`config.mk`:
```
export PLATFORM = sky130hd
export DESIGN_NAME = mem2axi_req_flat
export DESIGN_NICKNAME = d
export VERILOG_FILES = /design/src/rtl/mem2axi_pkg.sv /design/src/rtl/axi_bus.sv /design/src/rtl/mem2axi_req.sv /design/src/flat_wrapper.sv
export SDC_FILE = /design/constraint.sdc
export NUM_CORES = 1
export LEC_CHECK = 0
export CAP_MARGIN = 5
export CORE_AREA = 2 2 245 247
export CTS_BUF_LIST = sky130_fd_sc_hd__clkbuf_4 sky130_fd_sc_hd__clkbuf_8
export DETAILED_ROUTE_END_ITERATION = 16
export DIE_AREA = 0 0 247 249
export PLACE_DENSITY = 0.5
export SKIP_CTS_REPAIR_TIMING = 1
export SYNTH_ARGS = -nofsm -noshare
export SYNTH_HDL_FRONTEND = slang
export SYNTH_SLANG_ARGS = --single-unit
```
`constraint.sdc`:
```
create_clock -name clk_i -period 1.52 [get_ports clk_i]
set_clock_uncertainty 0.1 [all_clocks]
set_input_delay 0.228 -clock clk_i [delete_from_list [all_inputs] [get_ports clk_i]]
set_output_delay 0.228 -clock clk_i [all_outputs]
set_load 0.05 [all_outputs]
```
`src/rtl/mem2axi_pkg.sv`:
```
// Shared types and constants for the mem2axi_req bridge.
//   state_e          - bridge FSM states
//   BURST_INCR       - AXI incrementing burst encoding
//   RESP_OKAY/SLVERR - AXI response encodings
//   size_from_width  - AXI beat size field for a given data width
package mem2axi_pkg;

  typedef enum logic [2:0] {
    StIdle,
    StWrite,
    StWresp,
    StRaddr,
    StRdata
  } state_e;

  localparam logic [1:0] BURST_INCR  = 2'b01;
  localparam logic [1:0] RESP_OKAY   = 2'b00;
  localparam logic [1:0] RESP_SLVERR = 2'b10;

  // AXI size is log2 of the number of bytes per beat.
  function automatic logic [2:0] size_from_width(input int unsigned data_width);
    return 3'($clog2(data_width / 8));
  endfunction

endpackage

```
`src/rtl/axi_bus.sv`:
```
// AXI4 bus bundle connecting one master to one slave.
//   Master modport drives AW/W/AR payload+valid and B/R ready.
//   Slave modport drives AW/W/AR ready and B/R payload+valid.
interface AXI_BUS #(
  parameter int unsigned AXI_ADDR_WIDTH = 64,
  parameter int unsigned AXI_DATA_WIDTH = 64,
  parameter int unsigned AXI_ID_WIDTH   = 10,
  parameter int unsigned AXI_USER_WIDTH = 10
);

  logic [AXI_ID_WIDTH-1:0]     aw_id;
  logic [AXI_ADDR_WIDTH-1:0]   aw_addr;
  logic [7:0]                  aw_len;
  logic [2:0]                  aw_size;
  logic [1:0]                  aw_burst;
  logic                        aw_lock;
  logic [3:0]                  aw_cache;
  logic [2:0]                  aw_prot;
  logic [3:0]                  aw_qos;
  logic [3:0]                  aw_region;
  logic [AXI_USER_WIDTH-1:0]   aw_user;
  logic                        aw_valid;
  logic                        aw_ready;

  logic [AXI_DATA_WIDTH-1:0]   w_data;
  logic [AXI_DATA_WIDTH/8-1:0] w_strb;
  logic                        w_last;
  logic [AXI_USER_WIDTH-1:0]   w_user;
  logic                        w_valid;
  logic                        w_ready;

  logic [AXI_ID_WIDTH-1:0]     b_id;
  logic [1:0]                  b_resp;
  logic [AXI_USER_WIDTH-1:0]   b_user;
  logic                        b_valid;
  logic                        b_ready;

  logic [AXI_ID_WIDTH-1:0]     ar_id;
  logic [AXI_ADDR_WIDTH-1:0]   ar_addr;
  logic [7:0]                  ar_len;
  logic [2:0]                  ar_size;
  logic [1:0]                  ar_burst;
  logic                        ar_lock;
  logic [3:0]                  ar_cache;
  logic [2:0]                  ar_prot;
  logic [3:0]                  ar_qos;
  logic [3:0]                  ar_region;
  logic [AXI_USER_WIDTH-1:0]   ar_user;
  logic                        ar_valid;
  logic                        ar_ready;

  logic [AXI_ID_WIDTH-1:0]     r_id;
  logic [AXI_DATA_WIDTH-1:0]   r_data;
  logic [1:0]                  r_resp;
  logic                        r_last;
  logic [AXI_USER_WIDTH-1:0]   r_user;
  logic                        r_valid;
  logic                        r_ready;

  modport Master (
    output aw_id, aw_addr, aw_len, aw_size, aw_burst, aw_lock, aw_cache, aw_prot, aw_qos,
           aw_region, aw_user, aw_valid,
    input  aw_ready,
    output w_data, w_strb, w_last, w_user, w_valid,
    input  w_ready,
    input  b_id, b_resp, b_user, b_valid,
    output b_ready,
    output ar_id, ar_addr, ar_len, ar_size, ar_burst, ar_lock, ar_cache, ar_prot, ar_qos,
           ar_region, ar_user, ar_valid,
    input  ar_ready,
    input  r_id, r_data, r_resp, r_last, r_user, r_valid,
    output r_ready
  );

  modport Slave (
    input  aw_id, aw_addr, aw_len, aw_size, aw_burst, aw_lock, aw_cache, aw_prot, aw_qos,
           aw_region, aw_user, aw_valid,
    output aw_ready,
    input  w_data, w_strb, w_last, w_user, w_valid,
    output w_ready,
    output b_id, b_resp, b_user, b_valid,
    input  b_ready,
    input  ar_id, ar_addr, ar_len, ar_size, ar_burst, ar_lock, ar_cache, ar_prot, ar_qos,
           ar_region, ar_user, ar_valid,
    output ar_ready,
    output r_id, r_data, r_resp, r_last, r_user, r_valid,
    input  r_ready
  );

endinterface

```
`src/rtl/mem2axi_req.sv`:
```
// Bridge from a single-word req/gnt memory port to single-beat AXI4 transactions.
// One transaction in flight at a time; every AXI output comes straight from a register.
//   clk_i, rst_ni         - clock, synchronous active-low reset
//   req_i / gnt_o         - request valid / accepted (combinational, IDLE only)
//   we_i, addr_i, be_i,
//   wdata_i               - request payload
//   rvalid_o, rdata_o,
//   err_o                 - completion pulse, read data (held), error (resp[1])
//   mst                   - AXI4 master port
module mem2axi_req
  import mem2axi_pkg::*;
#(
  parameter int unsigned AXI_ADDR_WIDTH = 64,
  parameter int unsigned AXI_DATA_WIDTH = 64,
  parameter int unsigned AXI_ID_WIDTH   = 10,
  parameter int unsigned AXI_USER_WIDTH = 10,
  parameter int unsigned AXI_ID         = 0
) (
  input  logic                        clk_i,
  input  logic                        rst_ni,
  input  logic                        req_i,
  output logic                        gnt_o,
  input  logic                        we_i,
  input  logic [AXI_ADDR_WIDTH-1:0]   addr_i,
  input  logic [AXI_DATA_WIDTH/8-1:0] be_i,
  input  logic [AXI_DATA_WIDTH-1:0]   wdata_i,
  output logic                        rvalid_o,
  output logic [AXI_DATA_WIDTH-1:0]   rdata_o,
  output logic                        err_o,
  AXI_BUS.Master                      mst
);

  localparam int unsigned StrbWidth = AXI_DATA_WIDTH / 8;

  state_e                      state_q, state_d;
  logic [AXI_ADDR_WIDTH-1:0]   addr_q, addr_d;
  logic [StrbWidth-1:0]        be_q, be_d;
  logic [AXI_DATA_WIDTH-1:0]   wdata_q, wdata_d;
  logic                        aw_valid_q, aw_valid_d;
  logic                        w_valid_q, w_valid_d;
  logic                        ar_valid_q, ar_valid_d;
  logic                        b_ready_q, b_ready_d;
  logic                        r_ready_q, r_ready_d;
  logic                        rvalid_q, rvalid_d;
  logic                        err_q, err_d;
  logic [AXI_DATA_WIDTH-1:0]   rdata_q, rdata_d;
  logic                        aw_done, w_done;

  always_comb begin
    state_d    = state_q;
    addr_d     = addr_q;
    be_d       = be_q;
    wdata_d    = wdata_q;
    aw_valid_d = aw_valid_q;
    w_valid_d  = w_valid_q;
    ar_valid_d = ar_valid_q;
    b_ready_d  = b_ready_q;
    r_ready_d  = r_ready_q;
    rvalid_d   = 1'b0;
    err_d      = err_q;
    rdata_d    = rdata_q;
    gnt_o      = 1'b0;
    // A channel is done once its valid has dropped or it handshakes this cycle.
    aw_done    = !aw_valid_q || mst.aw_ready;
    w_done     = !w_valid_q || mst.w_ready;

    unique case (state_q)
      StIdle: begin
        gnt_o = req_i;
        if (req_i) begin
          addr_d  = addr_i;
          be_d    = be_i;
          wdata_d = wdata_i;
          if (we_i) begin
            state_d    = StWrite;
            aw_valid_d = 1'b1;
            w_valid_d  = 1'b1;
          end else begin
            state_d    = StRaddr;
            ar_valid_d = 1'b1;
          end
        end
      end
      StWrite: begin
        if (mst.aw_ready) aw_valid_d = 1'b0;
        if (mst.w_ready)  w_valid_d  = 1'b0;
        if (aw_done && w_done) begin
          state_d   = StWresp;
          b_ready_d = 1'b1;
        end
      end
      StWresp: begin
        if (mst.b_valid) begin
          b_ready_d = 1'b0;
          rvalid_d  = 1'b1;
          err_d     = mst.b_resp[1];
          state_d   = StIdle;
        end
      end
      StRaddr: begin
        if (mst.ar_ready) begin
          ar_valid_d = 1'b0;
          r_ready_d  = 1'b1;
          state_d    = StRdata;
        end
      end
      StRdata: begin
        // r_last is ignored: every read is a single beat.
        if (mst.r_valid) begin
          r_ready_d = 1'b0;
          rdata_d   = mst.r_data;
          err_d     = mst.r_resp[1];
          rvalid_d  = 1'b1;
          state_d   = StIdle;
        end
      end
      default: state_d = StIdle;
    endcase
  end

  always_ff @(posedge clk_i) begin
    if (!rst_ni) begin
      state_q    <= StIdle;
      addr_q     <= '0;
      be_q       <= '0;
      wdata_q    <= '0;
      aw_valid_q <= 1'b0;
      w_valid_q  <= 1'b0;
      ar_valid_q <= 1'b0;
      b_ready_q  <= 1'b0;
      r_ready_q  <= 1'b0;
      rvalid_q   <= 1'b0;
      err_q      <= 1'b0;
      rdata_q    <= '0;
    end else begin
      state_q    <= state_d;
      addr_q     <= addr_d;
      be_q       <= be_d;
      wdata_q    <= wdata_d;
      aw_valid_q <= aw_valid_d;
      w_valid_q  <= w_valid_d;
      ar_valid_q <= ar_valid_d;
      b_ready_q  <= b_ready_d;
      r_ready_q  <= r_ready_d;
      rvalid_q   <= rvalid_d;
      err_q      <= err_d;
      rdata_q    <= rdata_d;
    end
  end

  assign rvalid_o = rvalid_q;
  assign rdata_o  = rdata_q;
  assign err_o    = err_q;

  // Write address channel
  assign mst.aw_id     = AXI_ID_WIDTH'(AXI_ID);
  assign mst.aw_addr   = addr_q;
  assign mst.aw_len    = 8'd0;
  assign mst.aw_size   = size_from_width(AXI_DATA_WIDTH);
  assign mst.aw_burst  = BURST_INCR;
  assign mst.aw_lock   = 1'b0;
  assign mst.aw_cache  = 4'd0;
  assign mst.aw_prot   = 3'd0;
  assign mst.aw_qos    = 4'd0;
  assign mst.aw_region = 4'd0;
  assign mst.aw_user   = '0;
  assign mst.aw_valid  = aw_valid_q;

  // Write data channel
  assign mst.w_data    = wdata_q;
  assign mst.w_strb    = be_q;
  assign mst.w_last    = 1'b1;
  assign mst.w_user    = '0;
  assign mst.w_valid   = w_valid_q;

  assign mst.b_ready   = b_ready_q;

  // Read address channel
  assign mst.ar_id     = AXI_ID_WIDTH'(AXI_ID);
  assign mst.ar_addr   = addr_q;
  assign mst.ar_len    = 8'd0;
  assign mst.ar_size   = size_from_width(AXI_DATA_WIDTH);
  assign mst.ar_burst  = BURST_INCR;
  assign mst.ar_lock   = 1'b0;
  assign mst.ar_cache  = 4'd0;
  assign mst.ar_prot   = 3'd0;
  assign mst.ar_qos    = 4'd0;
  assign mst.ar_region = 4'd0;
  assign mst.ar_user   = '0;
  assign mst.ar_valid  = ar_valid_q;

  assign mst.r_ready   = r_ready_q;

endmodule

```
`src/flat_wrapper.sv`:
```
// flat-port wrapper written by rule: the top's interface ports become plain ports
module mem2axi_req_flat import mem2axi_pkg::*;
#(
  parameter int unsigned AXI_ADDR_WIDTH = 64,
  parameter int unsigned AXI_DATA_WIDTH = 64,
  parameter int unsigned AXI_ID_WIDTH   = 10,
  parameter int unsigned AXI_USER_WIDTH = 10,
  parameter int unsigned AXI_ID         = 0
)
  (clk_i, rst_ni, req_i, gnt_o, we_i, addr_i, be_i, wdata_i, rvalid_o, rdata_o, err_o, mst_aw_id, mst_aw_addr, mst_aw_len, mst_aw_size, mst_aw_burst, mst_aw_lock, mst_aw_cache, mst_aw_prot, mst_aw_qos, mst_aw_region, mst_aw_user, mst_aw_valid, mst_aw_ready, mst_w_data, mst_w_strb, mst_w_last, mst_w_user, mst_w_valid, mst_w_ready, mst_b_id, mst_b_resp, mst_b_user, mst_b_valid, mst_b_ready, mst_ar_id, mst_ar_addr, mst_ar_len, mst_ar_size, mst_ar_burst, mst_ar_lock, mst_ar_cache, mst_ar_prot, mst_ar_qos, mst_ar_region, mst_ar_user, mst_ar_valid, mst_ar_ready, mst_r_id, mst_r_data, mst_r_resp, mst_r_last, mst_r_user, mst_r_valid, mst_r_ready);
  AXI_BUS #(.AXI_ADDR_WIDTH(AXI_ADDR_WIDTH), .AXI_DATA_WIDTH(AXI_DATA_WIDTH), .AXI_ID_WIDTH(AXI_ID_WIDTH), .AXI_USER_WIDTH(AXI_USER_WIDTH)) mst_i ();
  input  logic clk_i;
  input  logic rst_ni;
  input  logic req_i;
  output logic gnt_o;
  input  logic we_i;
  input  logic [AXI_ADDR_WIDTH-1:0] addr_i;
  input  logic [AXI_DATA_WIDTH/8-1:0] be_i;
  input  logic [AXI_DATA_WIDTH-1:0] wdata_i;
  output logic rvalid_o;
  output logic [AXI_DATA_WIDTH-1:0] rdata_o;
  output logic err_o;
  output wire logic [$bits(mst_i.aw_id)-1:0] mst_aw_id;
  output wire logic [$bits(mst_i.aw_addr)-1:0] mst_aw_addr;
  output wire logic [$bits(mst_i.aw_len)-1:0] mst_aw_len;
  output wire logic [$bits(mst_i.aw_size)-1:0] mst_aw_size;
  output wire logic [$bits(mst_i.aw_burst)-1:0] mst_aw_burst;
  output wire logic [$bits(mst_i.aw_lock)-1:0] mst_aw_lock;
  output wire logic [$bits(mst_i.aw_cache)-1:0] mst_aw_cache;
  output wire logic [$bits(mst_i.aw_prot)-1:0] mst_aw_prot;
  output wire logic [$bits(mst_i.aw_qos)-1:0] mst_aw_qos;
  output wire logic [$bits(mst_i.aw_region)-1:0] mst_aw_region;
  output wire logic [$bits(mst_i.aw_user)-1:0] mst_aw_user;
  output wire logic [$bits(mst_i.aw_valid)-1:0] mst_aw_valid;
  input wire logic [$bits(mst_i.aw_ready)-1:0] mst_aw_ready;
  output wire logic [$bits(mst_i.w_data)-1:0] mst_w_data;
  output wire logic [$bits(mst_i.w_strb)-1:0] mst_w_strb;
  output wire logic [$bits(mst_i.w_last)-1:0] mst_w_last;
  output wire logic [$bits(mst_i.w_user)-1:0] mst_w_user;
  output wire logic [$bits(mst_i.w_valid)-1:0] mst_w_valid;
  input wire logic [$bits(mst_i.w_ready)-1:0] mst_w_ready;
  input wire logic [$bits(mst_i.b_id)-1:0] mst_b_id;
  input wire logic [$bits(mst_i.b_resp)-1:0] mst_b_resp;
  input wire logic [$bits(mst_i.b_user)-1:0] mst_b_user;
  input wire logic [$bits(mst_i.b_valid)-1:0] mst_b_valid;
  output wire logic [$bits(mst_i.b_ready)-1:0] mst_b_ready;
  output wire logic [$bits(mst_i.ar_id)-1:0] mst_ar_id;
  output wire logic [$bits(mst_i.ar_addr)-1:0] mst_ar_addr;
  output wire logic [$bits(mst_i.ar_len)-1:0] mst_ar_len;
  output wire logic [$bits(mst_i.ar_size)-1:0] mst_ar_size;
  output wire logic [$bits(mst_i.ar_burst)-1:0] mst_ar_burst;
  output wire logic [$bits(mst_i.ar_lock)-1:0] mst_ar_lock;
  output wire logic [$bits(mst_i.ar_cache)-1:0] mst_ar_cache;
  output wire logic [$bits(mst_i.ar_prot)-1:0] mst_ar_prot;
  output wire logic [$bits(mst_i.ar_qos)-1:0] mst_ar_qos;
  output wire logic [$bits(mst_i.ar_region)-1:0] mst_ar_region;
  output wire logic [$bits(mst_i.ar_user)-1:0] mst_ar_user;
  output wire logic [$bits(mst_i.ar_valid)-1:0] mst_ar_valid;
  input wire logic [$bits(mst_i.ar_ready)-1:0] mst_ar_ready;
  input wire logic [$bits(mst_i.r_id)-1:0] mst_r_id;
  input wire logic [$bits(mst_i.r_data)-1:0] mst_r_data;
  input wire logic [$bits(mst_i.r_resp)-1:0] mst_r_resp;
  input wire logic [$bits(mst_i.r_last)-1:0] mst_r_last;
  input wire logic [$bits(mst_i.r_user)-1:0] mst_r_user;
  input wire logic [$bits(mst_i.r_valid)-1:0] mst_r_valid;
  output wire logic [$bits(mst_i.r_ready)-1:0] mst_r_ready;
  assign mst_aw_id = mst_i.aw_id;
  assign mst_aw_addr = mst_i.aw_addr;
  assign mst_aw_len = mst_i.aw_len;
  assign mst_aw_size = mst_i.aw_size;
  assign mst_aw_burst = mst_i.aw_burst;
  assign mst_aw_lock = mst_i.aw_lock;
  assign mst_aw_cache = mst_i.aw_cache;
  assign mst_aw_prot = mst_i.aw_prot;
  assign mst_aw_qos = mst_i.aw_qos;
  assign mst_aw_region = mst_i.aw_region;
  assign mst_aw_user = mst_i.aw_user;
  assign mst_aw_valid = mst_i.aw_valid;
  assign mst_i.aw_ready = mst_aw_ready;
  assign mst_w_data = mst_i.w_data;
  assign mst_w_strb = mst_i.w_strb;
  assign mst_w_last = mst_i.w_last;
  assign mst_w_user = mst_i.w_user;
  assign mst_w_valid = mst_i.w_valid;
  assign mst_i.w_ready = mst_w_ready;
  assign mst_i.b_id = mst_b_id;
  assign mst_i.b_resp = mst_b_resp;
  assign mst_i.b_user = mst_b_user;
  assign mst_i.b_valid = mst_b_valid;
  assign mst_b_ready = mst_i.b_ready;
  assign mst_ar_id = mst_i.ar_id;
  assign mst_ar_addr = mst_i.ar_addr;
  assign mst_ar_len = mst_i.ar_len;
  assign mst_ar_size = mst_i.ar_size;
  assign mst_ar_burst = mst_i.ar_burst;
  assign mst_ar_lock = mst_i.ar_lock;
  assign mst_ar_cache = mst_i.ar_cache;
  assign mst_ar_prot = mst_i.ar_prot;
  assign mst_ar_qos = mst_i.ar_qos;
  assign mst_ar_region = mst_i.ar_region;
  assign mst_ar_user = mst_i.ar_user;
  assign mst_ar_valid = mst_i.ar_valid;
  assign mst_i.ar_ready = mst_ar_ready;
  assign mst_i.r_id = mst_r_id;
  assign mst_i.r_data = mst_r_data;
  assign mst_i.r_resp = mst_r_resp;
  assign mst_i.r_last = mst_r_last;
  assign mst_i.r_user = mst_r_user;
  assign mst_i.r_valid = mst_r_valid;
  assign mst_r_ready = mst_i.r_ready;
  mem2axi_req #(.AXI_ADDR_WIDTH(AXI_ADDR_WIDTH), .AXI_DATA_WIDTH(AXI_DATA_WIDTH), .AXI_ID_WIDTH(AXI_ID_WIDTH), .AXI_USER_WIDTH(AXI_USER_WIDTH), .AXI_ID(AXI_ID)) u_core (.clk_i(clk_i), .rst_ni(rst_ni), .req_i(req_i), .gnt_o(gnt_o), .we_i(we_i), .addr_i(addr_i), .be_i(be_i), .wdata_i(wdata_i), .rvalid_o(rvalid_o), .rdata_o(rdata_o), .err_o(err_o), .mst(mst_i));
endmodule
```
==> impl_results.md <==
* Syn avg cell area at roughly 8 sq um
* Final Cell Area at approximately 18000 sq um
* Antenna Nets Post-Route at 0
* Worst skew pair latency at ~600 ps
* Largest net degree at the start of global routing at between 40 and 50
* Cell Area, Synth at 8630 sq um
* Slew Limit Fails at 0
* CTS Sinks at 210
* Mapped Cells at around 1100
* Die Wd at between 200 and 250 um
* # rows at 89
* Max clock buf depth at 3
* Pre-CTS setup slack at -591 ps
* Sequential power share at 0.339
* Failing checks: negative setup slack
* Hold Crit Start: addr_i[46]
* Yosys reg bits at between 200 and 250
* Clock Power Share at 0.331
* Iteration-0 DRC Markers at 201
* Main synth FF type: dfxtp_1
* Switching part of the total at 0.345
* Die Ht at approximately 250 um
* Crit path kind: flop to primary output
* WL/cell at 15.1 um
* Routed vias at roughly 8500
* Status: complete, but fails checks
* Fraction of layout cells with a size suffix above 1 at 0.298
* Vias per Instance at ~3.6
* Final HPWL DP at ~26000 um
* CP Data Required Time at 1190 ps
* Initial antenna violation count at 2
* GRT Util Overall at 0.104
* TritonCTS Buffers at 42
* Sw Pwr at ~6.4 mW
* Worst r2r src: u_core.state_q[0]$_SDFFE_PN0P_
* Leakage at between 6 and 7 nW
* Final worst-path setup slack at -630 ps
* Ys Warns at 0
* Cells after DPL at around 2300
* CTS root buf: clkbuf_8
* Initial core utilization at 0.147
* Top-Level Pins at 635
* Fin. Hold Viols at 0
* CTS tree: built
* H-tree depth at 2
* EDFF count, synth at 0
* DRT Pass-1 Iters at 4
* Critical Path Sink Type: primary output
* Finish-stage setup viols at 234
* P&R area growth vs syn at 110%
* Core area at 58700 sq um
* Clock period minus worst slack at roughly 2200 ps
* Post-route DRC violation count at 0
* Non-Filler Instances at 2374
* Global-route wire length before repair at about 50000 um
* Peak VDD IR at 0.000529 V
* Max Freq at about 0.47 GHz
* Dpl cell area at approximately 17000 sq um
* Nets at 1821
* Total power at around 19 mW
* Seq/Total Area, Yosys at 0.487
* Final wirelength at approximately 36000 um
* Vias in the first global route at between 8000 and 9000
* Worst Path Arrival at approximately 1800 ps
* PortBufs at roughly 480
* Worst Setup Start Kind: flop
* Clk slew on worst S/H paths at roughly 60 ps
* DIE AREA at between 60000 and 70000 sq um
* Final worst-path cycle share at 1.41
* Final core utilization at 0.308
* GRT overflow at 0
* Worst-path fanout max at 7
* Worst Hold Class: input pin to flop
* Crit path launch: u_core.state_q[0]$_SDFFE_PN0P_
* RSZ-0062 raised after global routing: true
* Combinational Power Share at 0.330
* Post-synthesis cell type count at 34
* Max_cap viols at 0
* FFs w/ async S/R, synth at 0
* Final Wtd Congestion at slightly below 0.8
* Total internal power at approximately 12 mW
* Pwr Density at 1030 nW/um^2
==> metal layers <==
metal	wire length, um	up-vias	GRT usage
li1	-	4177	-
met1	13100	3868	0.108
met2	18200	380	0.187
met3	3810	60	0.0458
met4	839	0	0.0315
met5	0	-	0
==> sequential cells by signal, summed over array words and instances (netlist names) <==
name and count:
u_core.mst.ar_addr 64, u_core.mst.w_data 64, u_core.rdata_o 64, u_core.mst.w_strb 8, u_core.state_q 3, u_core.err_o 1, u_core.mst.ar_valid 1, u_core.mst.aw_valid 1
u_core.mst.b_ready 1, u_core.mst.r_ready 1, u_core.mst.w_valid 1, u_core.rvalid_o 1
==> Yosys cell counts, types with 2 or more instances <==
library cell | number | area [sq um]
conb_1 | 2 | 7.51
clkbuf_1 | 39 | 146
nand2b_1 | 2 | 12.5
nand2_1 | 401 | 1510
buf_1 | 2 | 7.51
buf_2 | 15 | 75.1
or3b_2 | 3 | 26.3
inv_1 | 2 | 7.51
nor2_1 | 3 | 11.3
o21a_1 | 2 | 15.0
a21oi_1 | 206 | 1030
buf_4 | 185 | 1390
dfxtp_1 | 210 | 4200
inv_2 | 2 | 7.51
mux2i_1 | 2 | 20.0
nor3_1 | 2 | 10.0
==> kinds of logic (layout without fill, tap and decap cells) <==
kind of cell	after synthesis	count (layout)	synth area share
AND/OR/NAND/NOR	421	421	0.192
multiplexers	2	2	0.00232
flip-flops	210	210	0.487
buffers and inverters	246	642	0.191
AO/OA/AOI/OAI	215	215	0.127
other	2	111	0.000871
==> final timing paths <==
check,end,slack [ps],cells past startpoint
setup / recovery,gnt_o,-630,4
hold / removal,u_core.mst.ar_addr[46]$_SDFFE_PN0P_,80,3
setup reg to reg,u_core.mst.ar_addr[11]$_SDFFE_PN0P_,-330,7
hold reg to reg,u_core.rdata_o[47]$_SDFFE_PN0P_,390,2
==> stage by stage <==
step,hold slack (ps),setup TNS [ps]
final,81.0,-37690
after detailed placement,380,-80330
after CTS,5.31,-43040
after global routing,47.3,-62010
after global placement,376,-76620
after floorplan,225,-2790
==> cell usage in the layout (no fill, tap or decap), types with 2 or more instances in the layout <==
cell             instances
a21oi_2                 14
buf_6                    5
clkbuf_8                47
conb_1                 109
clkbuf_16               10
o21a_1                   2
nor3_1                   2
buf_16                   3
clkinvlp_4               3
buf_4                   40
clkbuf_4                21
buf_8                    4
mux2i_1                  2
nand2_4                  3
inv_1                    2
nand2b_1                 2
dfxtp_1                192
nand2_1                393
dfxtp_4                 17
diode_2                  2
a21oi_1                192
inv_6                    2
or3b_2                   3
clkinv_2                 3
clkdlybuf4s50_1        210
buf_12                 290
nand2_2                  5
nor2_1                   3
==> power groups by stage <==
stage	combinational [mW]	clock, mW	sequential, mW
3_3_place_gp	5.68	0	6.40
5_1_grt	6.42	6.68	6.33
6_report	6.13	6.14	6.29
2_1_floorplan	2.29	0	7.19
4_1_cts	5.72	6.47	6.30
3_5_place_dp	5.71	0	6.42
==> final cells by class <==
class                   instances  area, sq um
clock buffers                  68          805
multi-input cells             747         3290
inverters                       4         27.5
flip-flops and latches        210         4270
clock inverters                 8         76.3
well taps                     773          967
fillers                      6048        40600
repair buffers                562         8660
diodes                          2         5.00
==> critical path, stage by stage (launching register included) <==
cell and delay, ps:
dfxtp_2 320, or4b_4 590, inv_8 90, buf_12 120, buf_12 130
Power figures use the tool's default switching activity.
